[src/rtl/seg7_pkg.sv]
// ----------------------------------------------------------------------------
// seg7_pkg
// Shared constants for the seven-segment display blocks.
//   SEG_OFF    : all segments dark (active-low pattern {g,f,e,d,c,b,a}).
//   HEX_SEG    : 16-entry hex-to-segment table, active low, index = nibble.
//   idx_width(): width of a digit index for a given digit count.
// ----------------------------------------------------------------------------
package seg7_pkg;

    localparam logic [6:0] SEG_OFF = 7'h7F;

    // Active-low {g,f,e,d,c,b,a}; lower-case glyphs used for b and d so they
    // are distinguishable from 8 and 0.
    localparam logic [6:0] HEX_SEG [16] = '{
        7'b1000000,  // 0
        7'b1111001,  // 1
        7'b0100100,  // 2
        7'b0110000,  // 3
        7'b0011001,  // 4
        7'b0010010,  // 5
        7'b0000010,  // 6
        7'b1111000,  // 7
        7'b0000000,  // 8
        7'b0010000,  // 9
        7'b0001000,  // A
        7'b0000011,  // b
        7'b1000110,  // C
        7'b0100001,  // d
        7'b0000110,  // E
        7'b0001110   // F
    };

    // Digit index width; at least one bit so a 1-digit build still elaborates.
    function automatic int idx_width(input int n_digits);
        return (n_digits <= 2) ? 1 : $clog2(n_digits);
    endfunction

endpackage

[src/rtl/seg7_scan_mux_if.sv]
// ----------------------------------------------------------------------------
// seg7_scan_mux_if
// Display-data bus between the display data registers and the scan mux.
//   digits : 4*N_DIGITS  hex nibble per digit, digit 0 in bits [3:0]
//   dp     : N_DIGITS    decimal point request per digit, active high
//   blank  : N_DIGITS    force digit dark, active high
//   bright : 4           brightness level 0..15
// Modports: master = register side (drives), slave = scan mux (samples).
//
// Handshake: there is no valid/ready pair. The bus is level-based; the slave
// samples every field on every clock and a change is visible on the very
// next output edge, so the master may update any field at any time.
// ----------------------------------------------------------------------------
interface seg7_scan_mux_if #(
    parameter int N_DIGITS = 4
);
    logic [4*N_DIGITS-1:0] digits;
    logic [N_DIGITS-1:0]   dp;
    logic [N_DIGITS-1:0]   blank;
    logic [3:0]            bright;

    modport master (output digits, dp, blank, bright);
    modport slave  (input  digits, dp, blank, bright);
endinterface

[src/rtl/seg7_hex_decode.sv]
// ----------------------------------------------------------------------------
// seg7_hex_decode
// Combinational hex nibble to seven-segment pattern.
//   hex : in  4  nibble 0..F
//   seg : out 7  active-low {g,f,e,d,c,b,a}
// ----------------------------------------------------------------------------
module seg7_hex_decode
    import seg7_pkg::*;
(
    input  logic [3:0] hex,
    output logic [6:0] seg
);

    assign seg = HEX_SEG[hex];

endmodule

[src/rtl/seg7_scan_mux.sv]
// ----------------------------------------------------------------------------
// seg7_scan_mux
// Time-multiplexed driver for N_DIGITS common-anode seven-segment digits with
// an anti-ghosting gap at the start of each slot and 16-level PWM brightness.
//
// Parameters:
//   N_DIGITS   : digits scanned (>= 2)
//   DIV_BITS   : slot length is 2^DIV_BITS clocks
//   GAP_CYCLES : anode-off clocks at the start of each slot,
//                must be < 2^(DIV_BITS-4)
// Ports:
//   clk, rst_n : clock, asynchronous active-low reset
//   disp       : seg7_scan_mux_if.slave (digits, dp, blank, bright)
//   an         : anode enables, active low, at most one low
//   ca         : segments {g,f,e,d,c,b,a}, active low
//   dp_n       : decimal point segment, active low
//
// Build option: define SEG7_LEADING_ZERO_BLANK_EN to darken leading zero
// digits (digit 0 is always shown).
//
// Timing: outputs are registered from the current (idx, cnt), so an, ca and
// dp_n all move on the same edge, one clock after the state they reflect.
// ----------------------------------------------------------------------------
module seg7_scan_mux
    import seg7_pkg::*;
#(
    parameter int N_DIGITS   = 4,
    parameter int DIV_BITS   = 17,
    parameter int GAP_CYCLES = 64
) (
    input  logic                clk,
    input  logic                rst_n,
    seg7_scan_mux_if.slave      disp,
    output logic [N_DIGITS-1:0] an,
    output logic [6:0]          ca,
    output logic                dp_n
);

    localparam int IDX_W = idx_width(N_DIGITS);

    logic [DIV_BITS-1:0] cnt;
    logic [IDX_W-1:0]    idx;

    logic                in_gap;
    logic                in_on;
    logic [N_DIGITS-1:0] supp;
    logic [N_DIGITS-1:0] eff_blank;
    logic [3:0]          cur_nib;
    logic                cur_dp;
    logic                cur_blank;
    logic [6:0]          cur_seg;
    logic [N_DIGITS-1:0] an_next;

    // ------------------------------------------------------------------
    // Slot counter and digit index. idx steps when cnt is about to wrap,
    // with an explicit wrap so non-power-of-two digit counts work.
    // ------------------------------------------------------------------
    always_ff @(posedge clk or negedge rst_n) begin
        if (!rst_n) begin
            cnt <= '0;
            idx <= '0;
        end else begin
            cnt <= cnt + 1'b1;
            if (&cnt) begin
                idx <= (idx == IDX_W'(N_DIGITS - 1)) ? '0 : idx + 1'b1;
            end
        end
    end

    // ------------------------------------------------------------------
    // Phase within the slot: the top nibble of cnt is the PWM level, so
    // brightness b keeps the anode on for (b+1)/16 of the slot, less the gap.
    // ------------------------------------------------------------------
    assign in_gap = (cnt < DIV_BITS'(GAP_CYCLES));
    assign in_on  = !in_gap && (cnt[DIV_BITS-1 -: 4] <= disp.bright);

    // ------------------------------------------------------------------
    // Leading-zero suppression: walk from the top digit down while every
    // nibble seen so far is zero. Digit 0 is never part of the walk.
    // ------------------------------------------------------------------
`ifdef SEG7_LEADING_ZERO_BLANK_EN
    logic all_zero;

    always_comb begin
        supp     = '0;
        all_zero = 1'b1;
        for (int i = N_DIGITS - 1; i >= 1; i--) begin
            all_zero = all_zero & (disp.digits[4*i +: 4] == 4'h0);
            supp[i]  = all_zero;
        end
    end
`else
    assign supp = '0;
`endif

    assign eff_blank = disp.blank | supp;

    // ------------------------------------------------------------------
    // Select the current digit's data (explicit compare mux so idx codes
    // beyond N_DIGITS-1 never index out of range).
    // ------------------------------------------------------------------
    always_comb begin
        cur_nib   = 4'h0;
        cur_dp    = 1'b0;
        cur_blank = 1'b1;
        for (int i = 0; i < N_DIGITS; i++) begin
            if (idx == IDX_W'(i)) begin
                cur_nib   = disp.digits[4*i +: 4];
                cur_dp    = disp.dp[i];
                cur_blank = eff_blank[i];
            end
        end
    end

    seg7_hex_decode u_hex_decode (
        .hex (cur_nib),
        .seg (cur_seg)
    );

    always_comb begin
        an_next = '1;
        for (int i = 0; i < N_DIGITS; i++) begin
            if (in_on && !cur_blank && (idx == IDX_W'(i))) begin
                an_next[i] = 1'b0;
            end
        end
    end

    // ------------------------------------------------------------------
    // Output registers. ca/dp_n follow idx through GAP and DARK so the
    // segment lines are already settled when the anode turns on.
    // ------------------------------------------------------------------
    always_ff @(posedge clk or negedge rst_n) begin
        if (!rst_n) begin
            an   <= '1;
            ca   <= SEG_OFF;
            dp_n <= 1'b1;
        end else begin
            an   <= an_next;
            ca   <= cur_blank ? SEG_OFF : cur_seg;
            dp_n <= cur_blank | ~cur_dp;
        end
    end

endmodule

[src/flat_wrapper.sv]
// flat-port wrapper written by rule: the top's interface ports become plain ports
module seg7_scan_mux_flat import seg7_pkg::*;
#(
    parameter int N_DIGITS   = 4,
    parameter int DIV_BITS   = 17,
    parameter int GAP_CYCLES = 64
)
  (clk, rst_n, an, ca, dp_n, disp_digits, disp_dp, disp_blank, disp_bright);
  seg7_scan_mux_if #(.N_DIGITS(N_DIGITS)) disp_i ();
  input  logic clk;
  input  logic rst_n;
  output logic [N_DIGITS-1:0] an;
  output logic [6:0] ca;
  output logic dp_n;
  input wire logic [$bits(disp_i.digits)-1:0] disp_digits;
  input wire logic [$bits(disp_i.dp)-1:0] disp_dp;
  input wire logic [$bits(disp_i.blank)-1:0] disp_blank;
  input wire logic [$bits(disp_i.bright)-1:0] disp_bright;
  assign disp_i.digits = disp_digits;
  assign disp_i.dp = disp_dp;
  assign disp_i.blank = disp_blank;
  assign disp_i.bright = disp_bright;
  seg7_scan_mux #(.N_DIGITS(N_DIGITS), .DIV_BITS(DIV_BITS), .GAP_CYCLES(GAP_CYCLES)) u_core (.clk(clk), .rst_n(rst_n), .disp(disp_i), .an(an), .ca(ca), .dp_n(dp_n));
endmodule
[config.mk]
export PLATFORM = sky130hd
export DESIGN_NAME = seg7_scan_mux_flat
export DESIGN_NICKNAME = d
export VERILOG_FILES = /design/src/rtl/seg7_pkg.sv /design/src/rtl/seg7_scan_mux_if.sv /design/src/rtl/seg7_hex_decode.sv /design/src/rtl/seg7_scan_mux.sv /design/src/flat_wrapper.sv
export SDC_FILE = /design/constraint.sdc
export NUM_CORES = 1
export LEC_CHECK = 0
export ABC_AREA = 1
export CORE_MARGIN = 3
export CORE_UTILIZATION = 51
export DETAILED_ROUTE_END_ITERATION = 8
export HOLD_SLACK_MARGIN = 0.05
export PLACE_DENSITY_LB_ADDON = 0.05
export SYNTH_ARGS = -nofsm -noshare
export SYNTH_HDL_FRONTEND = slang
export SYNTH_SLANG_ARGS = --single-unit
[constraint.sdc]
create_clock -name clk -period 2.1 [get_ports clk]
set_input_delay 0.525 -clock clk [delete_from_list [all_inputs] [get_ports clk]]
set_output_delay 0.525 -clock clk [all_outputs]
set_load 0.005 [all_outputs]
======== Word level (Yosys, flattened, before mapping) ========
Memory sizes are Yosys's and may differ from the RTL's.
Cells that the tools add are included.
cells by class
  mux-type cells .......................... 20
  eq/ne operators ......................... 3
  bitwise operators ....................... 3
  reductions and logical operators ........ 10
  $lt $le $gt $ge ......................... 3
  add/subtract/negate cells ............... 2
operator list
  operator               count
  $mux 7                 3
  $add 17x1->17 const B  1
  $lt 17x7->1 const B    1
  $reduce_and 17->1      1
  $mux 4                 4
  $mux 1                 12
  $logic_and 1x1->1      6
  $ge 5x5->1 const B     1
  $not 4->5              1
  $eq 2x2->1 const B     2
  $le 4x4->1             1
  $add 2x1->2 const B    1
  $eq 2x1->1 const B     1
  $logic_not 1->1        2
  $logic_not 2->1        1
  $mux 2                 1
  $not 1->1              1
  $or 1x1->1             1
storage, ports and cells
  bits of input ports ..................... 30
  logic and storage cells ................. 47
  register bits after elaboration ......... 31
  memory bits (read-only) ................. 112
  memories ................................ 1
memories
  memory           depth  width  read ports  clocked after memory_dff  wr ports  RTL line               text
  (no name shown)  16     7      1           0                         0         seg7_hex_decode.sv:14  assign seg = HEX_SEG[hex];

======== Depth between registers and ports, before layout ========
  word-level depth ........................ 10
  gate-level depth with buffers ........... 13

======== Cells and area by module ========
From an unflattened synthesis, not the netlist that was laid out.
second synthesis, totals
  cells, all modules ...................... 253
  area total of the unflattened synthesis .. 1980.6 µm²
by module, submodules not included
  module           instances  cells each  area an instance (µm²)  seq. area each (µm²)
  seg7_scan_mux    1          202         1705.4                  790.8
  seg7_hex_decode  1          51          275.3                   0.0

======== Worst setup path before layout ========
No wires, ideal clock.
  path type ............................... register to register
  start point ............................. register u_core.idx[0]
  end point ............................... register u_core.ca[0]
  path buffers ............................ 1
  library setup time ...................... 0.090 ns
  data required time ...................... 2.010 ns
  period minus slack after synthesis ...... 1.767 ns
  arrival ................................. 1.676 ns
  path slack .............................. 0.333 ns
  cell stages (with the launch flop) ...... 13
  cell sequence ........................... dfrtp_1 -> inv_1 -> ha_1 -> buf_4 -> a21oi_1 -> nand2_1 -> nand2_1 -> inv_1 -> ha_1 -> inv_1 -> nand3_1 -> nand3_1 -> nand3_1
on the way
  word-level cells in the longest chain between the ends .. 10
  elaborated cells between the ends (all ways) .. 17
  those cells by class .................... eq/ne: 3; mux: 11; bitwise: 1; reduce/logical: 1; memory: 1
ends and longest elaborated chain
  what                                        RTL line               text
  start, declared                             seg7_scan_mux.sv:42    logic [IDX_W-1:0] idx;
  start signal, assigned                      seg7_scan_mux.sv:65    idx <= (idx == IDX_W'(N_DIGITS - 1)) ? '0 : idx + 1'b1;
  $logic_not 2->1                             seg7_scan_mux.sv:107   if (idx == IDX_W'(i)) begin
  $mux 4 (4 in series)                        seg7_scan_mux.sv:107
  $not 4->5 (not written as such)             seg7_hex_decode.sv:14
  $mem_v2 16x7                                -
  $mux 7 (not written as such) (2 in series)  seg7_hex_decode.sv:14
  $mux 7 *                                    seg7_scan_mux.sv:140   ca <= cur_blank ? SEG_OFF : cur_seg;
  end signal, assigned                        seg7_scan_mux.sv:140
  end, declared                               seg7_scan_mux.sv:35    output logic [6:0] ca,
Every way passes the cells marked *; elsewhere a longest branch is shown, timed or not. The select of a mux whose other input is x is not followed.
A chain may end at the register's enable or synchronous reset.

======== Worst setup path in the final report ========
Ends and elaborated chain as after synthesis.

==> results.md <==
- Status: completed
- Post-synth top flop: sky130_fd_sc_hd__dfrtp_1
- First-pass GRT wire length: 6.62 mm
- Number of port buffers: 41
- Antenna violations before repair: 0
- Post-synth EDFFs: 0
- Post-place instance area: 0.00244 sq mm
- Skew-Pair Late Insertion Delay: 280 ps
- Relative area change from synthesis to final layout: 31.9%
- Arrival time of data at the critical path endpoint: 2060 ps
- Clock-pin slew on the worst setup and hold paths: 60 ps
- Synth Cell Area: 0.00196 sq mm
- Via-per-instance ratio: 4.89
- Post-layout min period: 1860 ps
- Number of violations reported at the end of detailed-routing iteration 0: 69
- Post-CTS setup buffer count: 0
- Global route overflow: 0
- Die Footprint: 0.00462 sq mm
- Required time of the critical path: 2300 ps
- Power density cells: 537 mW/mm^2
- Count of state elements after synthesis: 31
- Sequential cell area fraction in the yosys report: 40.4%
- Share of layout cells above drive strength 1: 19.2%
- Sum of routed wire length over all layers: 3.80 mm
- Startpoint type of the worst setup path: flop
- Setup repair after global routing missed its margin: false
- Met2 routing resource usage after global routing: 33.8%
- Share of flip-flops with an asynchronous set or reset: 100%
- Fin Setup TNS: 0 ps
- Buffer levels on the longest clock path: 2
- Design Area, Final: 0.00258 sq mm
- Cell types occupying the most area after synthesis: sky130_fd_sc_hd__dfrtp_1 (24%), sky130_fd_sc_hd__dfstp_2 (16%), sky130_fd_sc_hd__ha_1 (10%)
- Vias after detailed routing: 1600
- Largest vdd supply drop: 255 uV
- Final ANT Viol Nets: 0
- TritonCTS Buffers: 5
- # DRC: 0
- Global Route met3 Usage: 5.58%
- Area share of the largest cell type after synthesis: 24.3%
- Area leader, netlist: sky130_fd_sc_hd__dfrtp_1
- Clock sink total: 31
- Root buffer selected by CTS: sky130_fd_sc_hd__clkbuf_8
- Count of antenna diodes in the layout: 0
- Total global routing track utilization: 19.2%
- Instance count of the mapped netlist: 230
- Die Wd: 68.0 um
- TritonCTS clock tree: built
- Avg Cell Area, Syn: 8.51 sq um
- Max_slew headroom: 68.7%
- Starting density of the core: 55.6%
- Pin slew with the least headroom to its limit: 465 ps
- Number of different library cells in the post-synthesis netlist: 29
- Net Count, Synth: 276
- Final estimated routing congestion in global placement: 0.833
- Most utilized layer in the global route result: met2
- Routed length per placed instance: 11.6 um
- MaxCap Viol Count: 0
- Detailed Routing Iterations Pass 1: 4
- WS Path Type: reg2reg
- Ratio of final minimum period to clock period: 88.4%
- Half-perimeter wire length after detailed placement: 3.11 mm
- Max-slew violation total from the final report: 0
- Height of the die: 68.0 um
- H-tree Lvls: 2
- Core ar.: 0.00352 sq mm
- HP Class: reg2reg
- Critical path capture point type: flop
- Vias in the first global route: 1559
- Filler cell count: 289
- Flop2flop setup slack: 240 ps
- I/O pin total: 42
- Largest fanout of any net on the critical path: 7
- M1 GR Usage: 21.9%
- Maximum number of pins on one net before global-route repair: 32
- Count of warnings emitted by yosys: 0
- Most used standard cell by instance count after synthesis: sky130_fd_sc_hd__nand2_1
- Leakage dissipation: 1.22 nW
- Cell types with the highest counts after synthesis: sky130_fd_sc_hd__nand2_1 (47), sky130_fd_sc_hd__inv_1 (30), sky130_fd_sc_hd__nand3_1 (20)
- F_max: 538 MHz
- Number of hold buffers added after CTS: 0
- Final Hold Violating Endpoints: 0
- Final-stage net count: 326
- Number of setup violations in the final report: 0
- Final Skew: 2.68 ps
- Cell row count: 21
[layout make-up]
| class | instances | area [sq um] | share of cell area (%) |
|---|---|---|---|
| Inverter | 33 | 124 | 4.80 |
| Sequential cell | 31 | 792 | 30.7 |
| Tap cell | 46 | 57.6 | 2.23 |
| Clock inverter | 2 | 35.0 | 1.36 |
| Clock buffer | 6 | 82.6 | 3.20 |
| Timing Repair Buffer | 45 | 440 | 17.1 |
| Multi-Input combinational cell | 164 | 1050 | 40.7 |
[kinds of logic (layout without fill, tap and decap cells)]
family | count (synthesis) | after routing | share of synthesized area [%]
adders and majority gates | 16 | 16 | 10.2
and+or+nand+nor | 114 | 114 | 30.0
buffers and inverters | 35 | 86 | 7.09
AOI/OAI and AO/OA | 21 | 21 | 6.52
DFF | 31 | 31 | 40.4
xor gates and xnor gates | 13 | 13 | 5.81
[stage by stage]
| step | std cells | worst slack, ps | hold slack, ps | power (W) | utilization, % |
|---|---|---|---|---|---|
| global route | 327 | 3.97 | 497 | 0.00146 | 73.3 |
| finish | 327 | 243 | 480 | 0.00139 | 73.3 |
| CTS | 327 | 93.9 | 483 | 0.00140 | 72.7 |
| detailed placement | 319 | 25.4 | 474 | 0.000799 | 69.3 |
| floorplan | 230 | 333 | 229 | 0.000695 | - |
| global placement | 319 | 61.3 | 460 | 0.000797 | 69.3 |
[flip-flops by register name, indices dropped and copies added, names as in the netlist]
| register | flops |
|---|---|
| u_core.idx | 2 |
| u_core.cnt | 17 |
| u_core.ca | 7 |
| u_core.an | 4 |
| u_core.dp_n | 1 |
[final timing paths]
kind / startpoint / to / cells past startpoint
max: u_core.idx[0]$_DFFE_PN0P_ / u_core.ca[0]$_DFF_PN1_ / 10
max in group asynchronous: rst_n / u_core.an[3]$_DFF_PN1_ / 2
min: u_core.cnt[0]$_DFF_PN0_ / u_core.cnt[0]$_DFF_PN0_ / 1
min in group asynchronous: rst_n / u_core.cnt[5]$_DFF_PN0_ / 2
max reg2reg: u_core.idx[0]$_DFFE_PN0P_ / u_core.ca[0]$_DFF_PN1_ / 10
min reg2reg: u_core.cnt[0]$_DFF_PN0_ / u_core.cnt[0]$_DFF_PN0_ / 1
[layout by cell type, fill, tap and decap left out, types with 2 or more instances in the layout]
| cell type | instances |
|---|---|
| sky130_fd_sc_hd__nand2_4 | 3 |
| sky130_fd_sc_hd__clkbuf_8 | 6 |
| sky130_fd_sc_hd__nand2_1 | 46 |
| sky130_fd_sc_hd__nor3_4 | 2 |
| sky130_fd_sc_hd__ha_2 | 3 |
| sky130_fd_sc_hd__nor2_2 | 3 |
| sky130_fd_sc_hd__nand2_2 | 7 |
| sky130_fd_sc_hd__o21ai_0 | 7 |
| sky130_fd_sc_hd__o211ai_1 | 2 |
| sky130_fd_sc_hd__nand3_2 | 3 |
| sky130_fd_sc_hd__nand3_1 | 20 |
| sky130_fd_sc_hd__inv_2 | 3 |
| sky130_fd_sc_hd__buf_4 | 4 |
| sky130_fd_sc_hd__dfstp_2 | 12 |
| sky130_fd_sc_hd__dfrtp_1 | 18 |
| sky130_fd_sc_hd__nor4_1 | 2 |
| sky130_fd_sc_hd__inv_1 | 30 |
| sky130_fd_sc_hd__clkdlybuf4s50_1 | 41 |
| sky130_fd_sc_hd__a21oi_1 | 9 |
| sky130_fd_sc_hd__ha_1 | 12 |
| sky130_fd_sc_hd__nor2_1 | 15 |
| sky130_fd_sc_hd__nor3_1 | 2 |
| sky130_fd_sc_hd__xor2_1 | 12 |
| sky130_fd_sc_hd__nand4_1 | 7 |
[critical path, stage by stage (launching register included)]
cell	delay (ps)
sky130_fd_sc_hd__dfrtp_2	400
sky130_fd_sc_hd__ha_2	280
sky130_fd_sc_hd__inv_2	110
sky130_fd_sc_hd__or2_0	200
sky130_fd_sc_hd__nand2_1	180
sky130_fd_sc_hd__inv_1	110
sky130_fd_sc_hd__ha_1	230
sky130_fd_sc_hd__nand3_1	80
sky130_fd_sc_hd__nand2_1	60
sky130_fd_sc_hd__nand2_1	60
sky130_fd_sc_hd__nand3_1	60
[report_power, final]
group / internal (W) / leakage [nW] / switching (W)
clock network: 0.000383 / 0.0612 / 0.000217
logic: 0.0000941 / 0.778 / 0.0000715
registers: 0.000617 / 0.376 / 0.00000304
[per-layer routing]
layer,vias to the layer above,wire [um]
met5,-,0
met4,0,35
met3,4,185
met2,36,1890
met1,718,1690
li1,842,-
[repair_timing]
item / CTS / global route
gates resized for setup: 0 / 7
setup endpoints to repair: 0 / 7
endpoints found under the hold margin: 0 / 0
No activity file was read; power rests on OpenSTA's default activity.
==> edit: new RTL, same settings <==
Remove the register `ca`: a continuous assignment takes its place, so the output `ca` follows one clock earlier. Comments in the files are not updated.
--- a/src/rtl/seg7_scan_mux.sv
+++ b/src/rtl/seg7_scan_mux.sv
@@ -134,13 +134,13 @@
         if (!rst_n) begin
             an   <= '1;
-            ca   <= SEG_OFF;
             dp_n <= 1'b1;
         end else begin
             an   <= an_next;
-            ca   <= cur_blank ? SEG_OFF : cur_seg;
             dp_n <= cur_blank | ~cur_dp;
         end
     end
 
+    assign ca = cur_blank ? SEG_OFF : cur_seg;
+
 endmodule
 
Behaviour: not the same (Yosys sat finds a counterexample within 4 cycles, from zero or initial values and one cycle with rst_n low).
==> edit against the unedited design <==
  * The run now ends with setup timing left
  * Setup slack worse by 0.79 ns
  * Sequential cell count shrank 7
  * Sequential power shrank 25%
  * Wire length is 28% higher
  * Area after synthesis shrank 9.4%
  * Core utilization is 13 points higher
  * Cell area is 6.1% higher
  * Total power down 36%
  * Highest routed layer unchanged
==> edit: results (changes against the unedited design) <==
Parameter                              Value

GRT
  Overall global routing resource usage    22.3% (was 19.2%)
  First-pass GRT wire length    7.48 mm (was 6.62 mm)
  M1 GR Usage    27.3% (was 21.9%)
  Met3 layer usage reported by global route    5.55% (was 5.58%)
  Pin count of the biggest net entering global routing    25 (was 32)
  Via count of the first global-routing pass    1703 (was 1559)
  Met2 usage in global routing    38.4% (was 33.8%)

CTS
  Post-CTS clock slew at the launch and capture registers of the worst setup and hold paths    0.11 ns (was 0.06 ns)
  Htree depth    1 (was 2)
  Buffer count from post-CTS setup fixing    6 (was 0)
  Root buffer cell    clkbuf_4 (was clkbuf_8)
  Clock buffers created by TritonCTS    3 (was 5)
  Resized cells post-CTS    65 (was 0)

Final layout
  Fraction of final layout cells with drive strength greater than 1    37.7% (was 19.2%)
  Net count of the finished layout    344 (was 326)
  Largest registers    u_core.cnt (17), u_core.an (4), u_core.idx (2) (was u_core.cnt (17), u_core.ca (7), u_core.an (4))

Synthesis
  Area share of fa/ha/maj cells after synthesis    11.3% (was 10.2%)
  Synth top area cells    dfrtp_1 27%, ha_1 11%, nand2_1 9.9%, dfstp_2 7.4%, inv_1 6.3% (was dfrtp_1 24%, dfstp_2 16%, ha_1 10%, nand2_1 9.0%, inv_1 5.8%)
  Net count after synthesis    269 (was 276)
  Sequential share of the synthesized area    34.2% (was 40.4%)
  Xor and xnor area share after synthesis    6.42% (was 5.81%)
  Compound-cell area share of the yosys netlist    7.19% (was 6.52%)
  Synthesized area per cell    7.96 sq um (was 8.51 sq um)

Power and ir drop
  Power per cell area    322 nW/um^2 (was 537 nW/um^2)
  Clock share of power    23.3% (was 43.3%)
  Worst supply voltage drop on vdd    453 uV (was 255 uV)

Detailed routing
  Post-detailed-routing wire length    4.85 mm (was 3.80 mm)
  Met3 wirelength from detailed routing    246 microns (was 185 microns)
  Detailed Route Iter0 Violations    112 (was 69)
  M1 wire length    2.10 mm (was 1.69 mm)
  Detailed-route vias per instance    5.16 (was 4.89)
  Total via count after detailed routing    1761 (was 1600)
  Detailed-routed wire length on met2    2.36 mm (was 1.89 mm)

STA
  Post-route worst hold slack    0.475 ns (was 0.480 ns)
  Final setup fails    7 (was 0)
  Relative slew margins    60.7% (was 68.7%)
  Setup Total Neg Slack    -3.65 ns (was 0 ns)
  Final setup margin    -0.546 ns (was 0.243 ns)

Critical path
  Reg2reg setup slack    0.26 ns (was 0.24 ns)
  Worst-path fanout max    5 (was 7)
  Launching point of the worst reg2reg path    u_core.idx[1] (was u_core.idx[0])
  Critical path data arrival time    2.12 ns (was 2.06 ns)

Place
  Number of instances in the placed design    325 (was 319)
  Detailed Place HPWL    3.15 mm (was 3.11 mm)
  Final weighted congestion of routability-driven global placement    0.850 (was 0.833)
  Standard cell area after detailed placement    2420 sq um (was 2440 sq um)
  Post-Place Worst Slack    -0.832 ns (was 0.0254 ns)

Outcome
  Result of the run    complete, but fails checks (was finished, final reports clean)
  Violated checks    setup timing
-- edit: worst max-delay path, cell delays in order, from the launching register on --
cell and delay, ns:
dfrtp_2 0.47, buf_6 0.13, ha_4 0.19, a21oi_2 0.12, nand2_2 0.08, nand2_4 0.13
inv_4 0.06, ha_4 0.17, inv_2 0.08, nand3_4 0.08, nand3_2 0.08, nand3_2 0.07
buf_2 0.13
-- edit: worst max-delay path by stage --
stage | from | to | slack (ns) | depth (start not counted)
after CTS | u_core.idx[1] | ca[3] | -0.52 | 13
final | u_core.idx[0] | ca[3] | -0.55 | 12
after global routing | u_core.idx[1] | ca[1] | -0.67 | 13
after global placement | disp_digits[4] | ca[3] | -0.84 | 13
after detailed placement | disp_digits[4] | ca[3] | -0.83 | 13
after floorplan | u_core.idx[1] | ca[1] | -0.006 | 12
-- edit: area by class of cell --
type	count	area (sq um)
clock buffer	4	26.3
fill	181	438
sequential	24	608
tap	44	55.1
multi-input combinational	165	1280
inverter	33	149
timing repair buffer	71	619
